$ cat src/rtl/alu_pkg.sv
// Shared ALU definitions: op-select encodings and the queued result entry with its flags.
package alu_pkg;

   localparam logic [2:0] ALU_ADD = 3'b000;
   localparam logic [2:0] ALU_SUB = 3'b001;
   localparam logic [2:0] ALU_AND = 3'b010;
   localparam logic [2:0] ALU_OR  = 3'b011;
   localparam logic [2:0] ALU_XOR = 3'b100;
   localparam logic [2:0] ALU_NOT = 3'b101;
   localparam logic [2:0] ALU_MUL = 3'b110;
   localparam logic [2:0] ALU_SHL = 3'b111;

   typedef struct packed {
      logic [7:0] data;
      logic [2:0] sel;
      logic       zero;
      logic       ext;
   } alu_entry_t;

   // ext meaning depends on the op: carry, borrow, or overflow out of the low nibble.
   function automatic alu_entry_t make_entry(input logic [7:0] data, input logic [2:0] sel);
      alu_entry_t e;
      e.data = data;
      e.sel  = sel;
      e.zero = (data == 8'h00);
      case (sel)
         ALU_ADD:          e.ext = data[4];
         ALU_SUB:          e.ext = data[7];
         ALU_MUL, ALU_SHL: e.ext = |data[7:4];
         default:          e.ext = 1'b0;
      endcase
      return e;
   endfunction

endpackage

$ cat src/rtl/alu_sync_fifo.sv
// Synchronous FIFO with wrap-bit pointers; head is read combinationally from storage.
module alu_sync_fifo #(
   parameter int unsigned DEPTH = 4,
   parameter int unsigned WIDTH = 13
) (
   input  logic                     clk,
   input  logic                     rst_n,
   input  logic                     push,
   input  logic                     pop,
   input  logic [WIDTH-1:0]         wdata,
   output logic [WIDTH-1:0]         rdata,
   output logic [$clog2(DEPTH):0]   count,
   output logic                     full,
   output logic                     empty
);

   localparam int unsigned AW = $clog2(DEPTH);
   localparam logic [AW:0] FULL_CNT = (AW+1)'(DEPTH);

   logic [WIDTH-1:0] mem [DEPTH];
   logic [AW:0]      wr_ptr_q, wr_ptr_d;
   logic [AW:0]      rd_ptr_q, rd_ptr_d;
   logic             do_push, do_pop;

   assign count   = wr_ptr_q - rd_ptr_q;
   assign full    = (count == FULL_CNT);
   assign empty   = (count == '0);
   assign do_push = push && !full;
   assign do_pop  = pop && !empty;
   assign rdata   = mem[rd_ptr_q[AW-1:0]];

   always_comb begin
      wr_ptr_d = wr_ptr_q;
      rd_ptr_d = rd_ptr_q;
      if (do_push) wr_ptr_d = wr_ptr_q + 1'b1;
      if (do_pop)  rd_ptr_d = rd_ptr_q + 1'b1;
   end

   always_ff @(posedge clk or negedge rst_n) begin
      if (!rst_n) begin
         wr_ptr_q <= '0;
         rd_ptr_q <= '0;
      end else begin
         wr_ptr_q <= wr_ptr_d;
         rd_ptr_q <= rd_ptr_d;
      end
   end

   // Storage is deliberately not reset; the pointers define what is valid.
   always_ff @(posedge clk) begin
      if (do_push) mem[wr_ptr_q[AW-1:0]] <= wdata;
   end

endmodule

$ cat src/rtl/alu_result_buffer.sv
// Captures ALU results with derived flags, queues them, and drains via valid/ready.
module alu_result_buffer
   import alu_pkg::*;
#(
   parameter int unsigned DEPTH = 4,
   parameter int unsigned CNT_W = 16
) (
   input  logic                   clk,
   input  logic                   rst_n,
   input  logic                   in_valid,
   output logic                   in_ready,
   input  logic [7:0]             in_data,
   input  logic [2:0]             in_sel,
   output logic                   out_valid,
   input  logic                   out_ready,
   output logic [7:0]             out_data,
   output logic [2:0]             out_sel,
   output logic                   out_zero,
   output logic                   out_ext,
   output logic [$clog2(DEPTH):0] count,
   output logic [CNT_W-1:0]       done_cnt
);

   localparam int unsigned EW = $bits(alu_entry_t);

   alu_entry_t       wr_entry, head;
   logic [EW-1:0]    head_bits;
   logic             push, pop, full, empty;
   logic [CNT_W-1:0] done_cnt_q, done_cnt_d;

   assign wr_entry  = make_entry(in_data, in_sel);
   // in_ready is purely registered state, so a full FIFO refuses a push even while popping.
   assign in_ready  = !full;
   assign out_valid = !empty;
   assign push      = in_valid && in_ready;
   assign pop       = out_valid && out_ready;

   alu_sync_fifo #(
      .DEPTH (DEPTH),
      .WIDTH (EW)
   ) u_fifo (
      .clk   (clk),
      .rst_n (rst_n),
      .push  (push),
      .pop   (pop),
      .wdata (wr_entry),
      .rdata (head_bits),
      .count (count),
      .full  (full),
      .empty (empty)
   );

   assign head     = alu_entry_t'(head_bits);
   assign out_data = head.data;
   assign out_sel  = head.sel;
   assign out_zero = head.zero;
   assign out_ext  = head.ext;

   always_comb begin
      done_cnt_d = done_cnt_q;
      if (pop) done_cnt_d = done_cnt_q + CNT_W'(1);
   end

   always_ff @(posedge clk or negedge rst_n) begin
      if (!rst_n) done_cnt_q <= '0;
      else        done_cnt_q <= done_cnt_d;
   end

   assign done_cnt = done_cnt_q;

endmodule

$ cat config.mk
export PLATFORM = sky130hd
export DESIGN_NAME = alu_result_buffer
export DESIGN_NICKNAME = d
export VERILOG_FILES = /design/src/rtl/alu_pkg.sv /design/src/rtl/alu_sync_fifo.sv /design/src/rtl/alu_result_buffer.sv
export SDC_FILE = /design/constraint.sdc
export NUM_CORES = 1
export LEC_CHECK = 0
export BUFFER_PORTS_ARGS = -buffer_cell sky130_fd_sc_hd__buf_4
export CORE_ASPECT_RATIO = 1.25
export CORE_MARGIN = 2
export CORE_UTILIZATION = 40
export CTS_CLUSTER_SIZE = 28
export DETAILED_ROUTE_END_ITERATION = 16
export GPL_TIMING_DRIVEN = 0
export SLEW_MARGIN = 40
export SYNTH_ARGS = -nofsm -noshare
export SYNTH_HDL_FRONTEND = slang
export SYNTH_HIERARCHICAL = 1
export SYNTH_SLANG_ARGS = --single-unit
$ cat constraint.sdc
create_clock -name clk -period 6.1 [get_ports clk]
set_input_delay 1.22 -clock clk [delete_from_list [all_inputs] [get_ports clk]]
set_output_delay 1.22 -clock clk [all_outputs]
set_load 0.02 [all_outputs]
Yosys cells after proc, flatten, opt, wreduce, memory -nomap -nowiden
Memory sizes are Yosys's and may differ from the RTL's. Index checks and enable logic that the tools add are counted.

$add $sub $neg: 4. Multipliers: 0. Div/mod/pow operators: 0. Magnitude comparators: 0. Equal/unequal tests: 4. Shift operators: 0. Multiplexer cells: 3. Bitwise operators: 0. Reduce and logical (&&, ||, !) cells: 11.

Operator list (number): adder 16 x 1 -> 16 bit, second input constant (1); == test 3 bit, second input constant (3); logical NOT 8 bit (1); adder 3 x 1 -> 3 bit, second input constant (2); logical NOT 3 bit (2); logical AND 1 bit (4); OR reduction 4 bit (1); == test 3 x 1 -> 1 bit, second input constant (1); case mux 1 bit (3 select lines) (1); subtractor 3 bit (1); logical NOT 1 bit (2); 2-to-1 mux 1 bit (2); OR reduction 2 bit (1).

Bits in registers: 22. Latch bits: 0. RAM bits: 52. Bits in read-only memories: 0. Bits of input ports: 15. Output and inout bits: 34. Logic and storage cells: 26. Memories: 1.

Memories: u_fifo.mem (depth 4, width 13, read ports 1, clocked after Yosys merged registers in 0, write ports 1, RTL line alu_sync_fifo.sv:20) `logic [WIDTH-1:0] mem [DEPTH];`.

Depth between registers and ports, before layout
Gate-level depths: netlist of run 1.

Word-level depth: 7. Depth in mapped cells: 10. Gate-level depth less buffers: 10.

Hierarchy
Netlist of run 1, hierarchy kept.

Modules (own cells, without submodules): alu_sync_fifo (times used 1, cells each 110, area an instance 2341.0 µm²); alu_result_buffer (times used 1, cells each 69, area an instance 820.8 µm²).

Least setup slack after synthesis of run 1
No wires, ideal clock.

Path kind: register to output. Start: register u_fifo.wr_ptr_q[0]. End: output port out_valid. Arrival: 1918 ps. Path slack: 2962 ps. Stages on the path, launching flop included: 7. Path buffers: 0. Cell sequence: dfrtp_1 > inv_1 > ha_1 > fa_1 > xor3_2 > nor2_1 > inv_1.

Cells in the longest elaborated chain, start to end: 3.

Ends and longest elaborated chain: start, declared (RTL line alu_sync_fifo.sv:21) `logic [AW:0] wr_ptr_q, wr_ptr_d;`; start signal, assigned (RTL line alu_sync_fifo.sv:44) `wr_ptr_q <= wr_ptr_d;`; subtractor 3 bit (RTL line alu_sync_fifo.sv:25) `assign count = wr_ptr_q - rd_ptr_q;`; via count[2] (RTL line alu_result_buffer.sv:20) `output logic [$clog2(DEPTH):0] count,`; logical NOT 3 bit (RTL line alu_sync_fifo.sv:27) `assign empty = (count == '0);`; via empty (RTL line alu_result_buffer.sv:28) `logic push, pop, full, empty;`; logical NOT 1 bit (RTL line alu_result_buffer.sv:34) `assign out_valid = !empty;`; end, declared (RTL line alu_result_buffer.sv:14) `output logic out_valid,`.

The timed path passes the listed nets, and every way through them passes these cells.

Worst setup path in the final report of run 1
Start: register u_fifo.wr_ptr_q[0]. End: output port out_valid.

Cells in the longest elaborated chain, start to end: 3.

Ends and longest elaborated chain (RTL line): subtractor 3 bit (alu_sync_fifo.sv:25); logical NOT 3 bit (alu_sync_fifo.sv:27); via empty (alu_result_buffer.sv:28); logical NOT 1 bit (alu_result_buffer.sv:34).

The timed path passes the listed nets, and every way through them passes these cells.

==> metrics.txt, run 1 <==
Worst Reg-to-Reg Cells=10; critical path launch point type=flop; Hold EP=done_cnt[15]$_DFFE_PN0P_; fill count=674; Warnings, synthesis=6; Setup CP Type=reg2out; first-pass GRT wire length=9070 um; hold_sp=done_cnt[15]$_DFFE_PN0P_; Final Util=49.4%; diodes inserted=0; worst slack at placement=2.70 ns; CTS Sinks=74; Finish-stage setup viols=0; RR Endpoint=u_fifo/mem[0][5]$_DFFE_PP_; vias in the first global route=1,762; Synth top area share=49.4%; R2R Setup Slk=2.72 ns; Mapped Nets=202; Tightest Pin Transition=0.701 ns; die area=8640 um2; PD cells=557 nW/um2; DR WL/cell=16.7 um; port bufs=48; Max transition margin=53.2%; DRT iter0 DRCs=58; Global Route met1 Usage=16.9%; leakage power=1.53 nW; IR drop worst, VDD=0.495 mV; Main synth FF type=edfxtp_1; final clock skew=0.00640 ns; Synth Area in XOR/XNOR=6.05%; fin nets=261; Mapped Area=3160 um2; Clock Latency Late Sink=0.34 ns; Resize count post-CTS=0; Final Cell Area=3830 um2; Max Freq=272 MHz; largest family of logic cells by synthesized area=multiplexers; complex-gate fraction of the synthesized area=1.82%; GRT Overall Usage=14.2%; DR pass1 iterations=4; die width=83.5 um; fraction of layout cells with a size suffix above 1=36.6%; final wirelength=5640 um; Vias/cell=4.91; clk slew on worst S/H paths=0.08 ns; Vias=1,660; Hold Fails Final Rpt=0; fin crit share=60.4%; Avg Synthesized Cell Area=17.7 um2; Die Height=103 um; Yosys cell types=36; Max FO, Critical Path=5; Post-CTS Setup Bufs=0; commonest non-fill, non-tap cell in the layout=edfxtp_1; Max Slew Vio Count=0; Crit. End Element=output port; Syn Inst Count=179; fin crit period=3.68 ns; cell taking the most area after synthesis=edfxtp_1; CTS root buf=clkbuf_8; hpwl dp=3810 um; Worst Path Arrival=2.46 ns; Tot Pwr=2.13 mW; Initial Util=40.8%; H-tree lvl count=3; setup ws final=2.42 ns; post-synthesis sequential area ratio=66.8%; Top Ports=49; Antenna Nets Post-Route=0; status=completed; max cap viols=0; area grow syn2layout=21.0%; RD Place Congestion=0.741; gr ovfl total=0; sequential cell area=2110 um2; Critical Path RT=4.88 ns; Most Crowded Layer GR=met2; setup_tns=0 ns; commonest non-fill, non-tap cells in the layout=edfxtp_1 (52), buf_4 (49), dfrtp_1 (22), mux4_2 (13), xnor2_1 (11); CTS tree=yes; DRC viols=0; pin count of the biggest net entering global routing=23; post-synthesis adder-cell area fraction=3.40%; post-synthesis mux area share=11.2%; Synth Register Bits=74; cts bufs inserted=9; CTS Hold Buffers Added=0; RSZ-0062 raised after global routing=no; WHS Path Cells=1; RR Startpoint=u_fifo/wr_ptr_q[0]$_DFFE_PN0P_; asr flop ratio synth=29.7%; Simple-Gate Fraction of Synth Area=8.94%; Placed Area=3640 um2; met2 usage=23.7%; core area=7750 um2; clock buffer depth=2; met3 usage=5.32%; Multi-input gate area=995 um2; largest cells by area after synthesis=edfxtp_1 (49%), dfrtp_1 (17%), mux4_2 (9.3%); initial antenna violation count=0; number of enable flip-flop cells after synthesis=52; std cell rows=36; Min-Delay Path Class=reg2reg
## sequential cells by signal (all words and copies together) (netlist names)
name	cells
done_cnt	16
u_fifo/mem	52
u_fifo/rd_ptr_q	3
u_fifo/wr_ptr_q	3
## worst max-delay path, stage by stage, from the launching register on
cell	delay, ns
dfrtp_1	0.38
inv_1	0.11
ha_1	0.22
fa_1	0.43
xor3_2	0.49
nor2_1	0.26
inv_1	0.07
buf_4	0.16
## cell type report
cell class	count	share of cell area [%]
well taps	95	3.11
clock buffers	10	3.34
flip-flops and latches	74	55.2
plain buffers	4	0.556
clock inverters	6	1.50
inverters	9	0.883
multi-input cells	92	26.0
repair buffers	48	9.42
## cell usage after synthesis (2+ instances only)
library cell and number:
ha_1 7, nor2b_1 2, xnor2_1 11, and2_1 3, nor2_1 5, buf_2 2
mux4_2 13, edfxtp_1 52, nor3_1 3, inv_1 9, nand3_1 5, or4_1 2
mux2_2 2, nand4_1 2, nand4_4 3, and3_1 2, nand2_1 7, dfrtp_1 22
mux2_4 2, nand4b_1 2, xor2_1 8
## logic make-up after synthesis
kind of cell    count (synthesis)
buf+inv                        13
flops                          74
compound gates                  6
fa+ha+maj                       8
mux                            18
xor+xnor                       20
simple gates                   40
## routing by layer
layer  part of all wire (%)  vias up
met3                    5.8        5
li1                       -      796
met2                     50       44
met5                      0        -
met1                     43      815
met4                   0.90        0
## worst max path at each step
stage | endpoint | slack (ns) | cells past startpoint | startpoint
5_1_grt | out_valid | 2.24 | 7 | u_fifo/wr_ptr_q[0]$_DFFE_PN0P_
3_3_place_gp | u_fifo/mem[1][3]$_DFFE_PP_ | 2.72 | 10 | u_fifo/wr_ptr_q[0]$_DFFE_PN0P_
2_1_floorplan | out_valid | 2.96 | 6 | u_fifo/wr_ptr_q[0]$_DFFE_PN0P_
6_report | out_valid | 2.42 | 7 | u_fifo/wr_ptr_q[0]$_DFFE_PN0P_
3_5_place_dp | u_fifo/mem[0][3]$_DFFE_PP_ | 2.70 | 10 | u_fifo/wr_ptr_q[0]$_DFFE_PN0P_
4_1_cts | out_valid | 2.35 | 7 | u_fifo/wr_ptr_q[0]$_DFFE_PN0P_
## metrics by stage
step / hold WS, ns / instances
floorplan: 0.535 / 179
global placement: 0.464 / 322
detailed placement: 0.469 / 322
CTS: 0.482 / 338
global route: 0.517 / 338
finish: 0.478 / 338
## power by group
part           internal [mW]  total, mW  switching [mW]  leakage [nW]
sequential             0.702      0.791          0.0891         0.758
clock                  0.185      0.356           0.171        0.0874
combinational          0.446      0.983           0.537         0.688
total                   1.33       2.13           0.797          1.53
Power figures use the tool's default switching activity.
==> run 2, diff against run 1 <==
- clock period: 6.1 -> 2.98 ns (I/O delays scaled with it)
==> run 2 against run 1 <==
Net effect:
- sequential power increased by 100%
- via count increased by 2.5%
- routed wire length increased by 3.2%
- core utilization increased by 0.53 points
- flip-flop and latch count unchanged
- largest cell class unchanged
- highest routed layer unchanged
==> metrics.txt, run 2 (synthesis gave the netlist of run 1 again) <==
Initial Util=40.8% (unchanged); DR WL/cell=17.1 um (was 16.7 um); fill count=676 (was 674); Vias/cell=4.99 (was 4.91); area grow syn2layout=22.3% (was 21.0%); RD Place Congestion=0.677 (was 0.741); Crit. End Element=output port (unchanged); initial antenna violation count=0 (unchanged); gr ovfl total=0 (unchanged); std cell rows=36 (unchanged); CTS Sinks=74 (unchanged); buffers and inverters on the worst path=4 (was 3); IR drop worst, VDD=0.920 mV (was 0.495 mV); Crit path max-delay family=adder cells (unchanged); Vias=1,701 (was 1,660); critical path launch point type=flop (unchanged); Placed Area=3640 um2 (about the same); worst slack at placement=-0.227 ns (was 2.70 ns); die area=8640 um2 (unchanged); PD cells=1150 nW/um2 (was 557 nW/um2); first-pass GRT wire length=9490 um (was 9070 um); H-tree lvl count=3 (unchanged); Psw=1.67 mW (was 0.797 mW); Critical Path RT=2.38 ns (was 4.88 ns); max cap viols=0 (unchanged); die width=83.5 um (unchanged); pin count of the biggest net entering global routing=23 (unchanged); diodes inserted=0 (unchanged); core area=7750 um2 (unchanged); commonest non-fill, non-tap cell in the layout=edfxtp_1 (unchanged); Tightest Pin Transition=0.638 ns (was 0.701 ns); clock buffer depth=2 (unchanged); commonest non-fill, non-tap cells in the layout=edfxtp_1 (52), buf_4 (50), dfrtp_1 (22), mux4_2 (13), xnor2_1 (11) (was edfxtp_1 (52), buf_4 (49), dfrtp_1 (22), mux4_2 (13), xnor2_1 (11)); hpwl dp=3830 um (was 3810 um); Setup CP Type=reg2out (unchanged); sequential power share=36.2% (was 37.1%); GRT Overall Usage=14.9% (was 14.2%); Hold Fails Final Rpt=0 (unchanged); Max FO, Critical Path=5 (unchanged); fraction of layout cells with a size suffix above 1=40.2% (was 36.6%); port bufs=48 (unchanged); Finish-stage setup viols=0 (unchanged); Worst Path Arrival=2.20 ns (was 2.46 ns); DRC viols=0 (unchanged); setup ws final=0.185 ns (was 2.42 ns); Antenna Nets Post-Route=0 (unchanged); DRT iter0 DRCs=52 (was 58); fin crit period=2.80 ns; CP max stage delay=0.38 ns (was 0.49 ns); Max transition margin=57.5% (was 53.2%); fin nets=265 (was 261); Max Freq=358 MHz; CTS Hold Buffers Added=0 (unchanged); Clock Power Share=15.9% (was 16.7%); crit-path most repeated cell=inv_1 (unchanged); leakage power=1.56 nW (was 1.53 nW); clk slew on worst S/H paths=0.07 ns (was 0.08 ns); vias in the first global route=1,868 (was 1,762); setup_tns=0 ns (unchanged); RSZ-0062 raised after global routing=no (unchanged); status=completed (unchanged); fin crit share=93.8%; Crit-path slowest cell=dfrtp_1 (was xor3_2); internal power component=2.79 mW (was 1.33 mW); Top Ports=49 (unchanged); Logic pwr share=47.9% (was 46.2%); Min-Delay Path Class=in2async (was reg2reg); Max Slew Vio Count=0 (unchanged); final clock skew=0.00377 ns (was 0.00640 ns); CTS root buf=clkbuf_8 (unchanged); Final Cell Area=3870 um2 (was 3830 um2); Clock Latency Late Sink=0.35 ns (was 0.34 ns); final wirelength=5820 um (was 5640 um); Die Height=103 um (unchanged); max reg flops=52 (unchanged); CTS tree=yes (unchanged); cells along the critical path=inv_1, ha_1, fa_2, xor3_2, nand3_1, inv_1, inv_1, buf_4 (was inv_1, ha_1, fa_1, xor3_2, nor2_1, inv_1, buf_4); Sw Share=37.4% (about the same); cts bufs inserted=9 (unchanged); DR pass1 iterations=4 (unchanged)
## run 2: cell types whose count changed in the layout (fill, tap and decap cells not counted), sizes merged
cell / before / now
clkinvlp: 2 / 0
and2: 3 / 6
buf: 51 / 52
clkinv: 3 / 4
## run 2: repair_timing
| action | 4_1_cts | 5_1_grt |
|---|---|---|
| pin swaps | 2 | 2 |
| cloned | 1 | 2 |
| endpoints found under the setup margin | 54 | 42 |
| endpoints found under the hold margin | 0 | 0 |
| buffers inserted | 1 | 0 |
| gates resized for setup | 4 | 7 |
## run 2: power by group through the flow
| stage | Clock [mW] | Combinational [mW] | Sequential (mW) |
|---|---|---|---|
| finish | 0.710 | 2.14 | 1.61 |
| detailed placement | 0 | 2.04 | 1.64 |
| CTS | 0.732 | 2.10 | 1.62 |
| global placement | 0 | 2.02 | 1.63 |
| global route | 0.780 | 2.32 | 1.65 |
| floorplan | 0 | 1.34 | 1.64 |
## run 2: area by class of cell
cell class	count	area (um2)	area share [%]
tap	95	119	3.07
sequential	74	2110	54.6
clock buffer	10	128	3.30
buffer	4	21.3	0.550
inverter	9	33.8	0.874
clock inverter	5	46.3	1.20
multi-input combinational	95	1040	26.9
timing repair buffer	49	368	9.51
## run 2: path summary, 6_finish.rpt
check	startpoint	endpoint	slack, ns	depth (start not counted)
max	u_fifo/wr_ptr_q[0]$_DFFE_PN0P_	in_ready	0.18	8
min	rst_n	done_cnt[9]$_DFFE_PN0P_	0.13	1
max reg2reg	u_fifo/wr_ptr_q[0]$_DFFE_PN0P_	u_fifo/mem[0][3]$_DFFE_PP_	0.26	10
min reg2reg	done_cnt[15]$_DFFE_PN0P_	done_cnt[15]$_DFFE_PN0P_	0.49	1
max in group asynchronous	rst_n	u_fifo/wr_ptr_q[1]$_DFFE_PN0P_	2.62	1
min in group clk	in_data[0]	u_fifo/mem[0][5]$_DFFE_PP_	0.45	1
## run 2: layer usage
metal / wire length [um] / vias up / track usage [%]
li1: - / 810 / -
met1: 2500 / 835 / 17.6
met2: 2930 / 46 / 25.4
met3: 282 / 10 / 5.16
met4: 104 / 0 / 6.33
met5: 0 / - / 0
## run 2: stage by stage
| stage | cells | hold WS, ns | util [%] | total power, mW |
|---|---|---|---|---|
| finish | 341 | 0.130 | 49.9 | 4.46 |
| global route | 341 | 0.132 | 49.9 | 4.75 |
| CTS | 339 | 0.128 | 49.5 | 4.45 |
| detailed placement | 322 | 0.480 | 47.0 | 3.68 |
| global placement | 322 | 0.462 | 47.0 | 3.65 |
| floorplan | 179 | 0.300 | - | 2.99 |
